`src/rtl/prog_loader.sv`:
```
// Boot-time program loader: packs a byte stream into instruction words,
// writes them to instruction memory, then releases the CPU from reset.
module prog_loader #(
  parameter int unsigned DATA_W   = 32,
  parameter int unsigned DEPTH    = 32,
  parameter int unsigned ADDR_W   = $clog2(DEPTH),
  parameter int unsigned HOLD_CYC = 4
) (
  input  logic              CLK,
  input  logic              RST,
  input  logic              start,
  input  logic              in_valid,
  input  logic [7:0]        in_data,
  input  logic              in_last,
  output logic              in_ready,
  output logic              mem_we,
  output logic [ADDR_W-1:0] mem_addr,
  output logic [DATA_W-1:0] mem_wdata,
  output logic              cpu_rst,
  output logic              done,
  output logic              err_overflow,
  output logic [ADDR_W:0]   word_count
);

  localparam int unsigned NBYTES = DATA_W / 8;
  localparam int unsigned BCW    = (NBYTES > 1) ? $clog2(NBYTES) : 1;
  localparam int unsigned HCW    = $clog2(HOLD_CYC + 1);
  localparam logic [ADDR_W:0] DEPTH_WC = (ADDR_W + 1)'(DEPTH);

  typedef enum logic [2:0] {
    S_IDLE,
    S_LOAD,
    S_HOLD,
    S_RUN,
    S_DRAIN
  } state_e;

  state_e            state_q, state_d;
  logic [BCW-1:0]    byte_cnt_q, byte_cnt_d;
  logic [DATA_W-1:0] asm_q, asm_d;
  logic [HCW-1:0]    hold_cnt_q, hold_cnt_d;
  logic              mem_we_q, mem_we_d;
  logic [ADDR_W-1:0] mem_addr_q, mem_addr_d;
  logic [DATA_W-1:0] mem_wdata_q, mem_wdata_d;
  logic              cpu_rst_q, cpu_rst_d;
  logic              done_q, done_d;
  logic              err_q, err_d;
  logic [ADDR_W:0]   word_count_q, word_count_d;

  logic [DATA_W-1:0] placed;
  logic              accept;
  logic              word_full;
  logic              overflow;
  logic              enter_load;

  assign in_ready  = (state_q == S_LOAD) || (state_q == S_DRAIN);
  assign accept    = in_valid && in_ready;
  assign word_full = (byte_cnt_q == BCW'(NBYTES - 1));
  assign overflow  = (word_count_q == DEPTH_WC);

  // Partial word with the incoming byte dropped into its big-endian lane.
  always_comb begin
    placed = asm_q;
    for (int unsigned i = 0; i < NBYTES; i++) begin
      if (byte_cnt_q == BCW'(i)) begin
        placed[DATA_W-1-8*i -: 8] = in_data;
      end
    end
  end

  always_comb begin
    state_d      = state_q;
    byte_cnt_d   = byte_cnt_q;
    asm_d        = asm_q;
    hold_cnt_d   = hold_cnt_q;
    mem_we_d     = 1'b0;
    mem_addr_d   = mem_addr_q;
    mem_wdata_d  = mem_wdata_q;
    err_d        = err_q;
    word_count_d = word_count_q;
    enter_load   = 1'b0;

    case (state_q)
      S_IDLE: begin
        if (start) begin
          enter_load = 1'b1;
        end
      end
      S_LOAD: begin
        if (accept) begin
          if (word_full || in_last) begin
            asm_d      = '0;
            byte_cnt_d = '0;
            // A completed word with no room left is dropped, not written.
            if (overflow) begin
              err_d   = 1'b1;
              state_d = in_last ? S_IDLE : S_DRAIN;
            end else begin
              mem_we_d     = 1'b1;
              mem_addr_d   = word_count_q[ADDR_W-1:0];
              mem_wdata_d  = placed;
              word_count_d = word_count_q + (ADDR_W + 1)'(1);
              if (in_last) begin
                state_d    = S_HOLD;
                hold_cnt_d = '0;
              end
            end
          end else begin
            asm_d      = placed;
            byte_cnt_d = byte_cnt_q + BCW'(1);
          end
        end
      end
      S_HOLD: begin
        if (hold_cnt_q == HCW'(HOLD_CYC - 1)) begin
          state_d = S_RUN;
        end else begin
          hold_cnt_d = hold_cnt_q + HCW'(1);
        end
      end
      S_RUN: begin
        if (start) begin
          enter_load = 1'b1;
        end
      end
      S_DRAIN: begin
        if (accept && in_last) begin
          state_d = S_IDLE;
        end
      end
      default: begin
        state_d = S_IDLE;
      end
    endcase

    if (enter_load) begin
      state_d      = S_LOAD;
      word_count_d = '0;
      byte_cnt_d   = '0;
      asm_d        = '0;
      err_d        = 1'b0;
    end

    // CPU reset and done track the state being entered so they stay registered.
    cpu_rst_d = (state_d != S_RUN);
    done_d    = (state_d == S_RUN);
  end

  always_ff @(posedge CLK or negedge RST) begin
    if (!RST) begin
      state_q      <= S_IDLE;
      byte_cnt_q   <= '0;
      asm_q        <= '0;
      hold_cnt_q   <= '0;
      mem_we_q     <= 1'b0;
      mem_addr_q   <= '0;
      mem_wdata_q  <= '0;
      cpu_rst_q    <= 1'b1;
      done_q       <= 1'b0;
      err_q        <= 1'b0;
      word_count_q <= '0;
    end else begin
      state_q      <= state_d;
      byte_cnt_q   <= byte_cnt_d;
      asm_q        <= asm_d;
      hold_cnt_q   <= hold_cnt_d;
      mem_we_q     <= mem_we_d;
      mem_addr_q   <= mem_addr_d;
      mem_wdata_q  <= mem_wdata_d;
      cpu_rst_q    <= cpu_rst_d;
      done_q       <= done_d;
      err_q        <= err_d;
      word_count_q <= word_count_d;
    end
  end

  assign mem_we       = mem_we_q;
  assign mem_addr     = mem_addr_q;
  assign mem_wdata    = mem_wdata_q;
  assign cpu_rst      = cpu_rst_q;
  assign done         = done_q;
  assign err_overflow = err_q;
  assign word_count   = word_count_q;

endmodule
```
`config.mk`:
```
export PLATFORM = sky130hd
export DESIGN_NAME = prog_loader
export DESIGN_NICKNAME = d
export VERILOG_FILES = /design/src/rtl/prog_loader.sv
export SDC_FILE = /design/constraint.sdc
export NUM_CORES = 1
export LEC_CHECK = 0
export ABC_CLOCK_PERIOD_IN_PS = 4400
export CAP_MARGIN = 10
export CORE_MARGIN = 5
export CORE_UTILIZATION = 39
export DETAILED_ROUTE_END_ITERATION = 8
export HOLD_SLACK_MARGIN = 0.05
export REMOVE_ABC_BUFFERS = 1
export SETUP_SLACK_MARGIN = 0.1
export SLEW_MARGIN = 20
export SYNTH_ARGS = -nofsm -noshare
export SYNTH_HDL_FRONTEND = slang
export SYNTH_SLANG_ARGS = --single-unit
```
`constraint.sdc`:
```
create_clock -name CLK -period 4.4 [get_ports CLK]
set_input_delay 0.44 -clock CLK [delete_from_list [all_inputs] [get_ports CLK]]
set_output_delay 0.44 -clock CLK [all_outputs]
set_load 0.05 [all_outputs]
```
==> flow_metrics.env <==
export IMPL_status="finished clean"
export IMPL_critPathLaunchType="register"
export IMPL_power_net_switching_w=0.00123
export IMPL_vias_after_detailed_routing=2632
export IMPL_finClkSkew_ns=0.0125
export IMPL_drv_slew=0
export IMPL_die_y_um=109
export IMPL_slew_headroom_pct=34.2
export IMPL_cts_buffer_depth=2
export IMPL_hold_class="input port to asynchronous set/reset pin"
export IMPL_intPower_w=0.00166
export IMPL_inserted_clock_buffers=9
export IMPL_grt_max_degree=88
export IMPL_share_of_the_cycle_needed_by_the_critical_path_after_routing_pct=55.2
export IMPL_synthXorXnorAreaFrac_pct=0.457
export IMPL_reg2reg_slack_ns=1.97
export IMPL_synthesis_instances=332
export IMPL_fp_dieW_um=109
export IMPL_detailedRoute_firstPassIterationCount=4
export IMPL_synth_edff_count=0
export IMPL_fin_nets=401
export IMPL_design_power_total_w=0.00290
export IMPL_post_synth_instance_area_um2=3830
export IMPL_grt_setup_unrepaired="false"
export IMPL_synth_mux_area_share_pct=9.73
export IMPL_worst_ir_drop_vdd_v=0.000317
export IMPL_p_comb_share_pct=43.7
export IMPL_postCtsSetupBuffers=0
export IMPL_placement_rows=36
export IMPL_root_driver="clkbuf_8"
export IMPL_share_seq_of_total_power_pct=37.5
export IMPL_cts_hold_buffers_added=0
export IMPL_synth_main_ff_cell="dfrtp_1"
export IMPL_power_per_cell_area_nw_per_um2=619
export IMPL_floorplan_io_pins=61
export IMPL_worst_path_max_fanout=11
export IMPL_buffer_ports_inserted=60
export IMPL_synth_top_family_by_area="compound AO/OA/AOI/OAI gates"
export IMPL_wire_length_of_the_first_global_routing_pass_um=13300
export IMPL_cts_tree="yes"
export IMPL_worst_setup_path_class="register to register"
export IMPL_drcViolationCount=0
export IMPL_drt_first_iter_violations=145
export IMPL_fmaxAchievable_mhz=412
export IMPL_globalplace_congestion=0.806
export IMPL_dp_final_hpwl_um=5220
export IMPL_grt_overflow=0
export IMPL_antenna_found_initial=0
export IMPL_floorplan_core_area_um2=9680
export IMPL_layout_min_cycle_time_ns=2.43
export IMPL_initial_utilization_pct=39.6
export IMPL_synth_simple_gate_area_share_pct=9.21
export IMPL_timing_rr_end="asm_q[9]"
export IMPL_route_detailed_wl_per_inst_um=15.5
export IMPL_share_of_final_layout_standard_cells_stronger_than_drive_strength_1_pct=6.49
export IMPL_die_footprint_um2=11900
export IMPL_path_clk_slew_ns=0.09
export IMPL_switching_share_pct=42.5
export IMPL_finalSetupViolCount=0
export IMPL_n_antenna_cell=0
export IMPL_max_cap_viol_count=0
export IMPL_synth_cell_type_count=36
export IMPL_post_syn_area_per_cell_um2=11.5
export IMPL_leakage_nw=1.99
export IMPL_area_growth_synth_to_final_pct=22.1
export IMPL_via_count_of_the_first_global_routing_pass=2592
export IMPL_synth_compound_area_share_pct=16.9
export IMPL_htree_num_levels=3
export IMPL_worst_pin_slew_ns=0.987
export IMPL_postSynthRegisterBits=87
export IMPL_final_core_util_pct=48.3
export IMPL_synthAdderAreaFrac_pct=2.61
export IMPL_cp_end_kind="register"
export IMPL_via_per_inst=5.08
export IMPL_global_route_usage_over_all_layers_pct=14.3
export IMPL_synthArstFlopShare_pct=100
export IMPL_ant_nets=0
export IMPL_cts_sinks=87
export IMPL_cts_resized=0
export IMPL_clock_insertion_delay_worst_skew_ns=0.35
export IMPL_reg2regPathDepth=5
export IMPL_synth_warning_count=0
export IMPL_synth_sequential_area_ratio_pct=56.8
export IMPL_setup_tns_final_ns=0
export IMPL_timing_final_hold_violations=0
export IMPL_worst_endpoint_arrival_ns=2.71
export IMPL_regToRegStartpoint="byte_cnt_q[1]"
export IMPL_clock_power_share_pct=18.7
export IMPL_timing_critical_path_required_ns=4.68
export IMPL_drt_total_wl_um=8030
cell usage after synthesis (3+ instances only):
cell / number / area [um2]
and2_1: 3 / 18.8
or3_1: 3 / 18.8
ha_1: 8 / 100
o211ai_1: 4 / 30.0
nand2b_1: 3 / 18.8
nor2_1: 6 / 22.5
a32o_1: 24 / 240
buf_2: 12 / 60.1
o21ai_0: 39 / 195
inv_1: 11 / 41.3
a21oi_1: 3 / 15.0
nand3_1: 6 / 30.0
clkbuf_1: 10 / 37.5
a21boi_0: 8 / 60.1
nand2_1: 44 / 165
mux2i_1: 35 / 350
dfrtp_1: 86 / 2150
through the flow:
| stage | setup WS, ns | hold slack [ns] | instances | area (um2) |
|---|---|---|---|---|
| floorplan | 1.77 | 0.144 | 308 | 3710 |
| global route | 1.75 | 0.194 | 518 | 4680 |
| detailed placement | 1.77 | 0.471 | 502 | 4480 |
| CTS | 1.98 | 0.329 | 518 | 4670 |
| finish | 1.97 | 0.123 | 518 | 4680 |
| global placement | 1.80 | 0.461 | 502 | 4480 |
power groups by stage:
stage               Sequential, W  Combinational (W)  Clock (W)
finish                    0.00109            0.00127   0.000543
global route              0.00111            0.00136   0.000595
CTS                       0.00109            0.00128   0.000560
detailed placement        0.00110            0.00128          0
global placement          0.00110            0.00126          0
floorplan                 0.00145           0.000502          0
state kept, by name, summed over array words and instances (netlist names):
name          count
word_count        6
mem_we            1
err_overflow      1
done              1
hold_cnt_q        3
state_q           3
byte_cnt_q        2
asm_q            32
mem_addr          5
mem_wdata        32
cpu_rst           1
cell type report:
class	count	area (um2)
Sequential cell	87	2180
Clock buffer	11	131
Inverter	11	41.3
Timing Repair Buffer	61	609
Multi-Input combinational cell	210	1490
Clock inverter	5	58.8
Fill cell	883	5010
Tap cell	133	166
cell families after synthesis:
| family | count (synthesis) |
|---|---|
| compound gates | 89 |
| xor+xnor | 2 |
| fa+ha+maj | 8 |
| buf+inv | 35 |
| flops | 87 |
| mux | 37 |
| simple gates | 74 |
critical path, stage by stage, from the launching register on:
cell and delay, ns:
dfrtp_1 0.41, ha_1 0.42, nor2_1 0.21, nand2_1 0.26
o211ai_1 0.83, a32o_1 0.22
placed cells by master, fill, tap and decap left out, types with 2 or more instances in the layout:
master / Yosys / layout
o211ai_1: 4 / 4
nand2_1: 44 / 44
nand4_1: 2 / 2
a21boi_0: 8 / 8
o211ai_2: 2 / 2
a21oi_1: 3 / 3
nand3_1: 6 / 6
o21ai_1: 2 / 2
mux2_2: 2 / 2
and2_1: 3 / 3
mux2i_1: 35 / 35
o21ai_0: 39 / 39
or3_1: 3 / 3
inv_1: 11 / 11
nor2_1: 6 / 6
nand2b_1: 3 / 3
dfrtp_1: 86 / 86
o31ai_1: 2 / 2
clkdlybuf4s50_1: 0 / 59
clkbuf_1: 10 / 2
ha_1: 8 / 8
clkbuf_8: 0 / 9
nor3b_1: 2 / 2
a32o_1: 24 / 24
clkinvlp_4: 0 / 2
xnor2_1: 2 / 2
worst max-delay path by stage:
stage | endpoint | cells after the start | startpoint | slack (ns)
2_1_floorplan | mem_addr[3] | 5 | word_count[0] | 1.77
3_3_place_gp | asm_q[14] | 5 | in_valid | 1.80
3_5_place_dp | asm_q[10] | 5 | in_valid | 1.77
4_1_cts | mem_wdata[16] | 6 | word_count[0] | 1.98
5_1_grt | mem_wdata[27] | 6 | word_count[0] | 1.75
6_report | asm_q[9] | 5 | byte_cnt_q[1] | 1.97
per-layer routing:
layer  share of wire (%)  vias to the layer above  GRT usage [%]
li1                    -                     1285              -
met1                  48                     1276           20.4
met2                  45                       62           21.3
met3                 5.8                        9           4.62
met4                0.93                        0           3.25
met5                   0                        -              0
Power figures use the tool's default switching activity.
